## config.mk

```make
export PLATFORM = sky130hd
export DESIGN_NAME = vmask_accum
export DESIGN_NICKNAME = d
export VERILOG_FILES = /design/src/rtl/vmask_accum.sv
export SDC_FILE = /design/constraint.sdc
export NUM_CORES = 1
export LEC_CHECK = 0
export BUFFER_PORTS_ARGS = -buffer_cell sky130_fd_sc_hd__buf_2
export CAP_MARGIN = 20
export CORE_MARGIN = 4
export CORE_UTILIZATION = 41
export CTS_CLUSTER_SIZE = 8
export DETAILED_ROUTE_END_ITERATION = 7
export HOLD_SLACK_MARGIN = 0.02
export PLACE_DENSITY = 0.68
export SYNTH_ARGS = -nofsm -noshare
export SYNTH_HDL_FRONTEND = slang
export SYNTH_SLANG_ARGS = --single-unit
```

## constraint.sdc

```tcl
create_clock -name clk -period 6.11 [get_ports clk]
set_clock_uncertainty 0.2 [all_clocks]
set_input_delay 0.3055 -clock clk [delete_from_list [all_inputs] [get_ports clk]]
set_output_delay 0.3055 -clock clk [all_outputs]
set_load 0.02 [all_outputs]
```

## src/rtl/vmask_accum.sv

```systemverilog
// vmask_accum: write-combining stage that merges successive mask-compare beats
// to the same destination address into one register image.
// Latency: a beat accepted with in_last at edge N shows up on out_* from cycle N+1.
// Backpressure: the single-entry output slot stalls in_ready only for beats that
// would write the slot. An address mismatch that carries in_last costs one
// self-flush cycle before the beat is taken.
//
// Ports:
//   clk, rst                      clock, synchronous active-high reset
//   in_valid/in_ready             input beat handshake
//   in_addr, in_vec, in_bit_en    destination address, positioned mask bits, per-bit enables
//   in_last                       final beat for this destination
//   out_valid/out_ready           output slot handshake
//   out_addr, out_vec, out_bit_en merged image (bits that were never enabled read 0)
//   out_be                        byte enables folded from out_bit_en
//   out_beats                     number of beats merged (saturating)
module vmask_accum #(
  parameter int DATA_WIDTH = 64,
  parameter int ADDR_WIDTH = 32,
  parameter int BE_WIDTH   = DATA_WIDTH / 8,
  parameter int CNT_WIDTH  = 8
) (
  input  logic                  clk,
  input  logic                  rst,
  input  logic                  in_valid,
  output logic                  in_ready,
  input  logic [ADDR_WIDTH-1:0] in_addr,
  input  logic [DATA_WIDTH-1:0] in_vec,
  input  logic [DATA_WIDTH-1:0] in_bit_en,
  input  logic                  in_last,
  output logic                  out_valid,
  input  logic                  out_ready,
  output logic [ADDR_WIDTH-1:0] out_addr,
  output logic [DATA_WIDTH-1:0] out_vec,
  output logic [DATA_WIDTH-1:0] out_bit_en,
  output logic [BE_WIDTH-1:0]   out_be,
  output logic [CNT_WIDTH-1:0]  out_beats
);

  // Accumulator state
  logic                  acc_active;
  logic [DATA_WIDTH-1:0] acc_vec;
  logic [DATA_WIDTH-1:0] acc_en;
  logic [ADDR_WIDTH-1:0] acc_addr;
  logic [CNT_WIDTH-1:0]  acc_cnt;

  logic                  slot_free;
  logic                  addr_match;
  logic                  addr_miss;
  logic                  accept;
  logic                  self_flush;
  logic                  flush;
  logic                  flush_old;

  // Accumulator contents after the current beat is absorbed
  logic [DATA_WIDTH-1:0] nxt_vec;
  logic [DATA_WIDTH-1:0] nxt_en;
  logic [CNT_WIDTH-1:0]  nxt_cnt;

  // Image written to the output slot this cycle (when flush is set)
  logic [ADDR_WIDTH-1:0] flush_addr;
  logic [DATA_WIDTH-1:0] flush_vec;
  logic [DATA_WIDTH-1:0] flush_en;
  logic [CNT_WIDTH-1:0]  flush_cnt;
  logic [BE_WIDTH-1:0]   flush_be;

  assign slot_free  = !out_valid || out_ready;
  assign addr_match = acc_active && (in_addr == acc_addr);
  assign addr_miss  = acc_active && (in_addr != acc_addr);

  // A mismatching beat with in_last would need two slot writes (old acc and the
  // new single-beat image) in one cycle. Refuse it and flush the old acc instead;
  // the beat is then taken as an idle-case beat on a later cycle.
  always_comb begin
    in_ready = 1'b1;
    if (addr_miss && in_last) begin
      in_ready = 1'b0;
    end else if (addr_miss || in_last) begin
      in_ready = slot_free;
    end
  end

  assign accept     = in_valid && in_ready;
  assign self_flush = in_valid && addr_miss && in_last && slot_free;
  // The old acc goes out on a self-flush, or when a non-last beat to a new address is accepted.
  assign flush_old  = self_flush || (accept && addr_miss);
  assign flush      = flush_old || (accept && in_last);

  always_comb begin
    if (addr_match) begin
      nxt_vec = (acc_vec & ~in_bit_en) | (in_vec & in_bit_en);
      nxt_en  = acc_en | in_bit_en;
      nxt_cnt = (acc_cnt == {CNT_WIDTH{1'b1}}) ? acc_cnt : acc_cnt + CNT_WIDTH'(1);
    end else begin
      nxt_vec = in_vec & in_bit_en;
      nxt_en  = in_bit_en;
      nxt_cnt = CNT_WIDTH'(1);
    end
  end

  always_comb begin
    if (flush_old) begin
      flush_addr = acc_addr;
      flush_vec  = acc_vec;
      flush_en   = acc_en;
      flush_cnt  = acc_cnt;
    end else begin
      flush_addr = in_addr;
      flush_vec  = nxt_vec;
      flush_en   = nxt_en;
      flush_cnt  = nxt_cnt;
    end
    flush_be = '0;
    for (int k = 0; k < BE_WIDTH; k++) begin
      flush_be[k] = |flush_en[8*k +: 8];
    end
  end

  always_ff @(posedge clk) begin
    if (rst) begin
      acc_active <= 1'b0;
      acc_vec    <= '0;
      acc_en     <= '0;
      acc_addr   <= '0;
      acc_cnt    <= '0;
    end else if (accept) begin
      acc_active <= !in_last;
      acc_vec    <= nxt_vec;
      acc_en     <= nxt_en;
      acc_addr   <= in_addr;
      acc_cnt    <= nxt_cnt;
    end else if (self_flush) begin
      acc_active <= 1'b0;
    end
  end

  // Output slot: only loaded by a flush, and a flush is only possible when the
  // slot is free, so the contents hold while out_valid & !out_ready.
  always_ff @(posedge clk) begin
    if (rst) begin
      out_valid  <= 1'b0;
      out_addr   <= '0;
      out_vec    <= '0;
      out_bit_en <= '0;
      out_be     <= '0;
      out_beats  <= '0;
    end else if (flush) begin
      out_valid  <= 1'b1;
      out_addr   <= flush_addr;
      out_vec    <= flush_vec;
      out_bit_en <= flush_en;
      out_be     <= flush_be;
      out_beats  <= flush_cnt;
    end else if (out_ready) begin
      out_valid  <= 1'b0;
    end
  end

endmodule

```

* Yosys cells after proc, flatten, opt, wreduce, memory -nomap -nowiden
Index checks and enable logic that the tools add are counted.
Cells by class: add/sub/neg operators 1, multiply operators 0, divide/modulo/power cells 0, magnitude comparators 0, equality and inequality tests 3, shifts and indexed selects 0, multiplexer cells 14, bitwise gates (word level) 5, reductions and logical operators 25
Operator list (count):
- 64-bit two-way mux | 4
- 64-bit bitwise AND | 2
- 64-bit OR | 2
- 64-bit NOT | 1
- 8-bit OR reduction | 8
- 32-bit == test | 1
- 32-bit two-way mux | 1
- 32-bit != test | 1
- 8-bit two-way mux | 3
- 1-bit logical AND | 9
- 8-bit by 1-bit adder with 8-bit output, second input constant | 1
- 8-bit == test, second input constant | 1
- 1-bit two-way mux | 6
- 1-bit logical OR | 4
- 2-bit nonzero test | 2
- 1-bit logical NOT | 2
Word-level totals: bits in registers 346, bits in latches 0, RAM bits 0, bits in read-only memories 0, input port bits 165, output and inout port bits 178, word-level logic and storage cells 59, memories 0

* Depth between registers and ports, before layout
Gate-level depths: netlist (run 1).
depth in word-level cells 10, gate-level depth with buffers 9, gate-level depth less buffers 7

* Worst setup path before layout (run 1)
Ideal clock, no wire load.
path type input-to-output, from input in_addr[8], to output in_ready, arrival 2.197 ns, data required time 5.604 ns, path slack 3.408 ns, stages on the path 9, buffers on the path 3, cell sequence xor2_1 > nor4_2 > nand4_1 > buf_2 > o21ai_2 > buf_6 > buf_4 > nand2_1 > a21oi_1
On the way: cells in the longest elaborated chain, start to end 5, elaborated cells between the ends (all ways) 6, classes of those cells 1 x eq/ne; 2 x mux; 3 x reduce/logical
Ends and longest elaborated chain:
- from (decl) | line 27 | input logic [ADDR_WIDTH-1:0] in_addr,
- 32-bit != test * | line 69 | assign addr_miss = acc_active && (in_addr != acc_addr);
- 1-bit logical AND * | line 69
- 1-bit logical OR | line 78 | end else if (addr_miss || in_last) begin
- 1-bit two-way mux | line 78
- 1-bit two-way mux * | line 76 | if (addr_miss && in_last) begin
- to (decl) | line 26 | output logic in_ready,
Every way passes the cells marked *; elsewhere a longest branch is shown, timed or not.

* Worst setup path in the final report (run 1)
from input in_addr[13], to output in_ready
The elaborated chain is that of the path after synthesis.

==> run_results.csv, run 1 <==
group,metric,value,unit
status,status,"complete, no violations",
clock_tree,cts_max_level,2,
power,p_leak,8.77,nW
setup_path,end_kind,"output port",
floorplanning,dieArea,0.0448,sq mm
logic_synthesis,synth-seq-cells,346,
setup_path,worstPathArrival,3930,ps
logic_synthesis,seq_area_frac_synth,40.8,%
timing,slew_violations,0,
setup_path,r2r_start,"acc_addr[13]",
clock_tree,root_buffer,"clkbuf_16",
place,io_buffers,342,
setup_path,worstPathRequired,5600,ps
setup_path,worstPathCellList,"dlygate4sd3_1 > buf_2 > xor2_1 > nor4_2 > nand4_4 > buf_4 > buf_4 > o21ai_4 > buf_4 > nand2_1 > a21oi_1 > buf_2",
setup_path,critPathKind,"input pin to output port",
logic_synthesis,syn_avg_cell_area,8.75,sq um
floorplanning,row_count,74,
place,dp.final_hpwl,38000,um
setup_path,worstSetupStartpointType,"input pin",
clock_tree,path_clk_slew,50,ps
logic_synthesis,yosysTopAreaCell,"dfxtp_1",
setup_path,max_stage_delay,550,ps
logic_synthesis,synth-edff-count,0,
routing,drt_wl_total,65800,um
global_route,grt_first_pass_wirelength,101000,um
timing,relSlewSlack,17.1,%
timing,max_freq,226,MHz
clock_tree,cts_hold_buf,168,
power,power.density,279,mW/mm^2
setup_path,endpoint,"in_ready",
routing,ant_nets,0,
clock_tree,cts_sinks,346,
finish,fin_nets,2470,
logic_synthesis,synth_area,0.0170,sq mm
setup_path,slowest_stage,"o21ai_4",
logic_synthesis,synth_cell_types,63,
setup_path,worst_path_most_repeated_cell,"buf_4",
setup_path,reg2regPathDepth,9,
place,gp_congestion,0.826,
power,peakVddDrop,0.197,mV
clock_tree,postCtsSetupRepairBufs,0,
finish,stdcell_count,2842,
finish,syn2layout_area_growth,28.2,%
timing,hold_viol,0,
logic_synthesis,synth_cells,1942,
setup_path,r2r_setup_slack,2340,ps
finish,post-route-util,53.2,%
place,dp.cells,2616,
finish,layout-drive-gt1-share,20.2,%
setup_path,reg2reg_to,"out_vec[23]",
clock_tree,cts_resized,0,
power,p_comb_share,17.9,%
timing,setup_violations,0,
power,clockPowerShare,40.4,%
floorplanning,design.core.area,0.0409,sq mm
logic_synthesis,synth_top_area_share,40.8,%
setup_path,path_max_fanout,60,
power,pwr-share-seq,41.6,%
min_path,hp-class,"input pin to register",
floorplanning,die_h,212,um
run,max_cap_violations,0,
timing,setup_tns,0,ps
logic_synthesis,synthArstFlopShare,0,%
routing,dr_total_vias,18252,
logic_synthesis,syn_nets,2108,
logic_synthesis,yosysMostFrequentCell,"dfxtp_1",
timing,rsz0062_at_grt,"false",
clock_tree,insertion_delay,580,ps
logic_synthesis,ys_warn_count,0,
global_route,grt_max_degree,196,
global_route,overflow,0,
routing,drt_first_iter_violations,2063,
logic_synthesis,synthTopCellsByArea,"dfxtp_1 (41%), o31ai_1 (5.8%), a32o_1 (3.8%), o21ai_0 (3.8%), clkbuf_1 (3.7%)",
clock_tree,cts_tree,"yes",
routing,dr.pass1.iters,5,
power,swShare,29.2,%
routing,viasPerCell,6.42,
power,intPower,4.31,mW
logic_synthesis,synth-main-ff-cell,"dfxtp_1",
clock_tree,cts_made_buffers,49,
routing,drc,0,
floorplanning,io-pin-count,343,
setup_path,cp_num_buf_inv,6,
logic_synthesis,synthTopCellsByCount,"dfxtp_1 (346), clkbuf_1 (168), o31ai_1 (131)",
global_route,grt_pass1_vias,17713,
routing,wire_per_inst,23.2,um
timing,timing.final.crit_share,72.6,%
timing,whs,71.4,ps
power,netSwitchingPower,1.78,mW
floorplanning,initial_core_util,41.5,%
floorplanning,fp.dieW,212,um
setup_path,cp.depth,12,
clock_tree,cts.path.max_buffers,3,
global_route,grt_util_all_layers,27.8,%
global_route,antenna_found_initial,2,
timing,fin_crit,4430,ps
timing,tightest_slew,1240,ps
setup_path,startpoint,"in_addr[13]",
setup_path,critPathTopFamily,"buffers and inverters",
[cells in the final DEF, fill, tap and decap left out, types with 42 or more instances in the layout]
cell type / instances
a21oi_1: 107
a22o_1: 64
a311oi_1: 65
a32o_1: 64
and2_1: 55
buf_2: 341
clkbuf_16: 51
dfxtp_1: 345
dlygate4sd3_1: 168
inv_1: 42
nand2_1: 71
nor3_1: 124
nor4_1: 86
o21ai_0: 128
o31ai_1: 131
or4_1: 63
[logic make-up (layout without fill, tap and decap cells)]
group | Yosys count | after routing | share of synthesized area [%]
other | 0 | 2 | 0
AOI/OAI and AO/OA | 700 | 700 | 30.1
DFF | 346 | 346 | 40.8
buffers and inverters | 274 | 640 | 6.63
and+or+nand+nor | 555 | 555 | 18.8
xor gates and xnor gates | 33 | 33 | 1.70
muxes | 33 | 33 | 1.95
adders and majority gates | 1 | 1 | 0.0736
[state kept, by name, indices dropped and copies added (netlist names)]
name,count
out_be,8
acc_vec,64
out_vec,64
out_bit_en,64
out_beats,8
out_valid,1
acc_addr,32
acc_active,1
out_addr,32
acc_cnt,8
acc_en,64
[layer usage]
layer | track usage [%] | routed length [um] | vias up
met5 | 0 | 0 | -
met4 | 11.0 | 2450 | 0
met3 | 4.92 | 5860 | 149
met2 | 44.6 | 30500 | 987
met1 | 37.5 | 27100 | 8805
li1 | - | - | 8311
[power groups by stage]
stage	clock, mW	sequential [mW]	combinational, mW
2_1_floorplan	0	2.67	0.509
3_3_place_gp	0	2.57	0.972
3_5_place_dp	0	2.57	0.990
4_1_cts	2.49	2.53	1.08
5_1_grt	2.58	2.55	1.17
6_report	2.46	2.53	1.09
[worst min-delay path by stage]
stage | cells after the start | to | from
final | 4 | acc_active | in_valid
after global routing | 4 | acc_active | in_valid
after CTS | 4 | acc_active | in_valid
after detailed placement | 2 | out_addr[17] | out_addr[17]
after global placement | 2 | out_addr[18] | out_addr[18]
after floorplan | 1 | acc_en[58] | in_bit_en[58]
[layout make-up]
cell class / count / area, sq um
multi-input cells: 1322 / 9050
diodes: 2 / 5.00
inverters: 44 / 169
repair buffers: 541 / 3660
fillers: 3726 / 19100
well taps: 532 / 666
flip-flops and latches: 346 / 6930
clock buffers: 53 / 1290
clock inverters: 2 / 13.8
[worst register-to-register path, stage by stage (launching register included)]
cell and delay, ps:
dfxtp_1 330, xor2_1 160, nor4_2 470, nand4_4 110, buf_4 320, buf_4 460, o21ai_4 620, buf_4 550
o21ai_0 180, a311oi_1 270
[stage by stage]
stage / area, sq um / total power [mW] / setup WS, ps
6_report: 21800 / 6.08 / 1680
5_1_grt: 21800 / 6.30 / 1510
4_1_cts: 21800 / 6.10 / 1790
3_5_place_dp: 18800 / 3.56 / 2340
3_3_place_gp: 18800 / 3.54 / 2390
2_1_floorplan: 17000 / 3.18 / 3410
(Power assumes the default switching activity.)
==> inputs of run 2 (changes only) <==
Settings changed: PLACE_DENSITY 0.68 to 0.71.
Clock period 6.11 ns to 3.9 ns, I/O delays scaled along.
==> run_results.csv, run 2 (synthesis gave the netlist of run 1 again) <==
group,metric,value,unit
power,peakVddDrop,0.294,mV
global_route,grt_max_degree,120,
global_route,grt_pass1_vias,18475,
setup_path,worstSetupStartpointType,"register",
finish,layout_commonest_cell,"dfxtp_1",
routing,drt_wl_total,66600,um
timing,relSlewSlack,26.3,%
global_route,antenna_found_initial,2,
clock_tree,path_clk_slew,50,ps
setup_path,worstPathRequired,4200,ps
timing,timing.final.crit_share,92.0,%
setup_path,critPathKind,"register to register",
global_route,overflow,0,
clock_tree,root_buffer,"clkbuf_16",
clock_tree,postCtsSetupRepairBufs,0,
floorplanning,io-pin-count,343,
finish,fin_nets,2520,
clock_tree,cts_max_level,2,
finish,layout-drive-gt1-share,20.4,%
place,dp.cells,2632,
setup_path,max_stage_delay,700,ps
timing,setup_violations,0,
routing,viasPerCell,6.49,
routing,dr.pass1.iters,5,
power,p_leak,9.07,nW
setup_path,worstPathArrival,3890,ps
power,power.density,428,mW/mm^2
clock_tree,insertion_delay,580,ps
timing,rsz0062_at_grt,"false",
floorplanning,fp.dieW,212,um
setup_path,slowest_stage,"nor4_2",
routing,drt_first_iter_violations,2266,
floorplanning,die_h,212,um
timing,setup_tns,0,ps
routing,dr_total_vias,18760,
finish,syn2layout_area_growth,31.2,%
finish,fillers,3630,
routing,drc,0,
global_route,grt_first_pass_wirelength,103000,um
timing,slew_violations,0,
timing,hold_viol,0,
finish,stdcell_count,2890,
clock_tree,cts_tree,"yes",
place,gp_congestion,0.837,
timing,tightest_slew,1110,ps
global_route,grt_util_all_layers,28.0,%
setup_path,worstPathCellList,"xnor2_1 > nand4_1 > nor4_2 > a21o_1 > buf_4 > nand4_2 > o32ai_1 > dlygate4sd3_1",
clock_tree,cts.path.max_buffers,3,
run,max_cap_violations,0,
floorplanning,design.core.area,0.0409,sq mm
min_path,hp-class,"input pin to register",
floorplanning,initial_core_util,41.5,%
clock_tree,cts_made_buffers,49,
place,io_buffers,342,
clock_tree,cts_sinks,346,
timing,max_freq,279,MHz
setup_path,end_kind,"register",
floorplanning,dieArea,0.0448,sq mm
finish,final_cell_mix,"dfxtp_1 (345), buf_2 (341), dlygate4sd3_1 (202), o31ai_1 (131), o21ai_0 (128)",
status,status,"complete, no violations",
place,dp.final_hpwl,38900,um
routing,wire_per_inst,23.0,um
floorplanning,row_count,74,
routing,ant_nets,0,
setup_path,path_max_fanout,15,
timing,fin_crit,3590,ps
==> run 2: cell count changes in the layout (fill, tap and decap cells not counted), sizes merged <==
cell | before | now
buf | 373 | 389
clkinv | 2 | 1
clkinvlp | 0 | 1
diode | 2 | 1
clkbuf | 53 | 52
dlygate4sd3 | 168 | 202
==> run 2: per-stage QoR <==
stage | total power, mW | worst slack [ps] | utilization, % | hold WS, ps | cell area (sq um)
floorplan | 4.98 | 1310 | - | 128 | 17000
global placement | 5.56 | 765 | 46.3 | 256 | 19000
detailed placement | 5.60 | 672 | 46.3 | 256 | 19000
CTS | 9.54 | 396 | 54.4 | 43.6 | 22300
global route | 9.86 | 105 | 54.5 | 97.0 | 22300
finish | 9.55 | 314 | 54.5 | 65.0 | 22300
==> run 2: routing by layer <==
layer | routed length, um | vias to the layer above | GRT usage, %
li1 | - | 8406 | -
met2 | 30900 | 1158 | 44.4
met4 | 2590 | 0 | 13.3
met1 | 27300 | 9004 | 37.7
met3 | 5770 | 192 | 4.21
met5 | 0 | - | 0
==> run 2: layout make-up <==
| type | instances | area, sq um | share of cell area (%) |
|---|---|---|---|
| Multi-Input combinational cell | 1322 | 9050 | 40.6 |
| Sequential cell | 346 | 6930 | 31.1 |
| Timing Repair Buffer | 591 | 4190 | 18.8 |
| Clock buffer | 52 | 1280 | 5.74 |
| Tap cell | 532 | 666 | 2.98 |
| Inverter | 44 | 169 | 0.757 |
| Clock inverter | 2 | 16.3 | 0.0729 |
| Antenna cell | 1 | 2.50 | 0.0112 |
==> run 2: worst max-delay path, delay by kind of cell, from the launching register on <==
family | cells | cell delay [ps]
compound gates | 2 | 540
xor+xnor | 1 | 260
buf+inv | 2 | 830
simple gates | 3 | 1360
flops | 1 | 330
==> run 2: worst paths after layout <==
check                           depth (start not counted)  slack, ps            to    startpoint
worst min register to register                          2        270  out_addr[13]  out_addr[13]
worst max-delay path                                    8        310   acc_vec[11]   acc_addr[9]
worst max register to register                          8        310   acc_vec[11]   acc_addr[9]
worst min-delay path                                    3         70     out_valid     out_ready
==> run 2: repair_timing <==
item / CTS / global route
hold endpoints to repair: 331 / 0
setup endpoints to repair: 0 / 0
hold buffers: 202 / 0
resized for setup: 0 / 0
==> run 2: power by group <==
| part | internal, mW | switching [mW] |
|---|---|---|
| clock network | 2.28 | 1.54 |
| logic | 0.697 | 1.07 |
| registers | 3.80 | 0.173 |
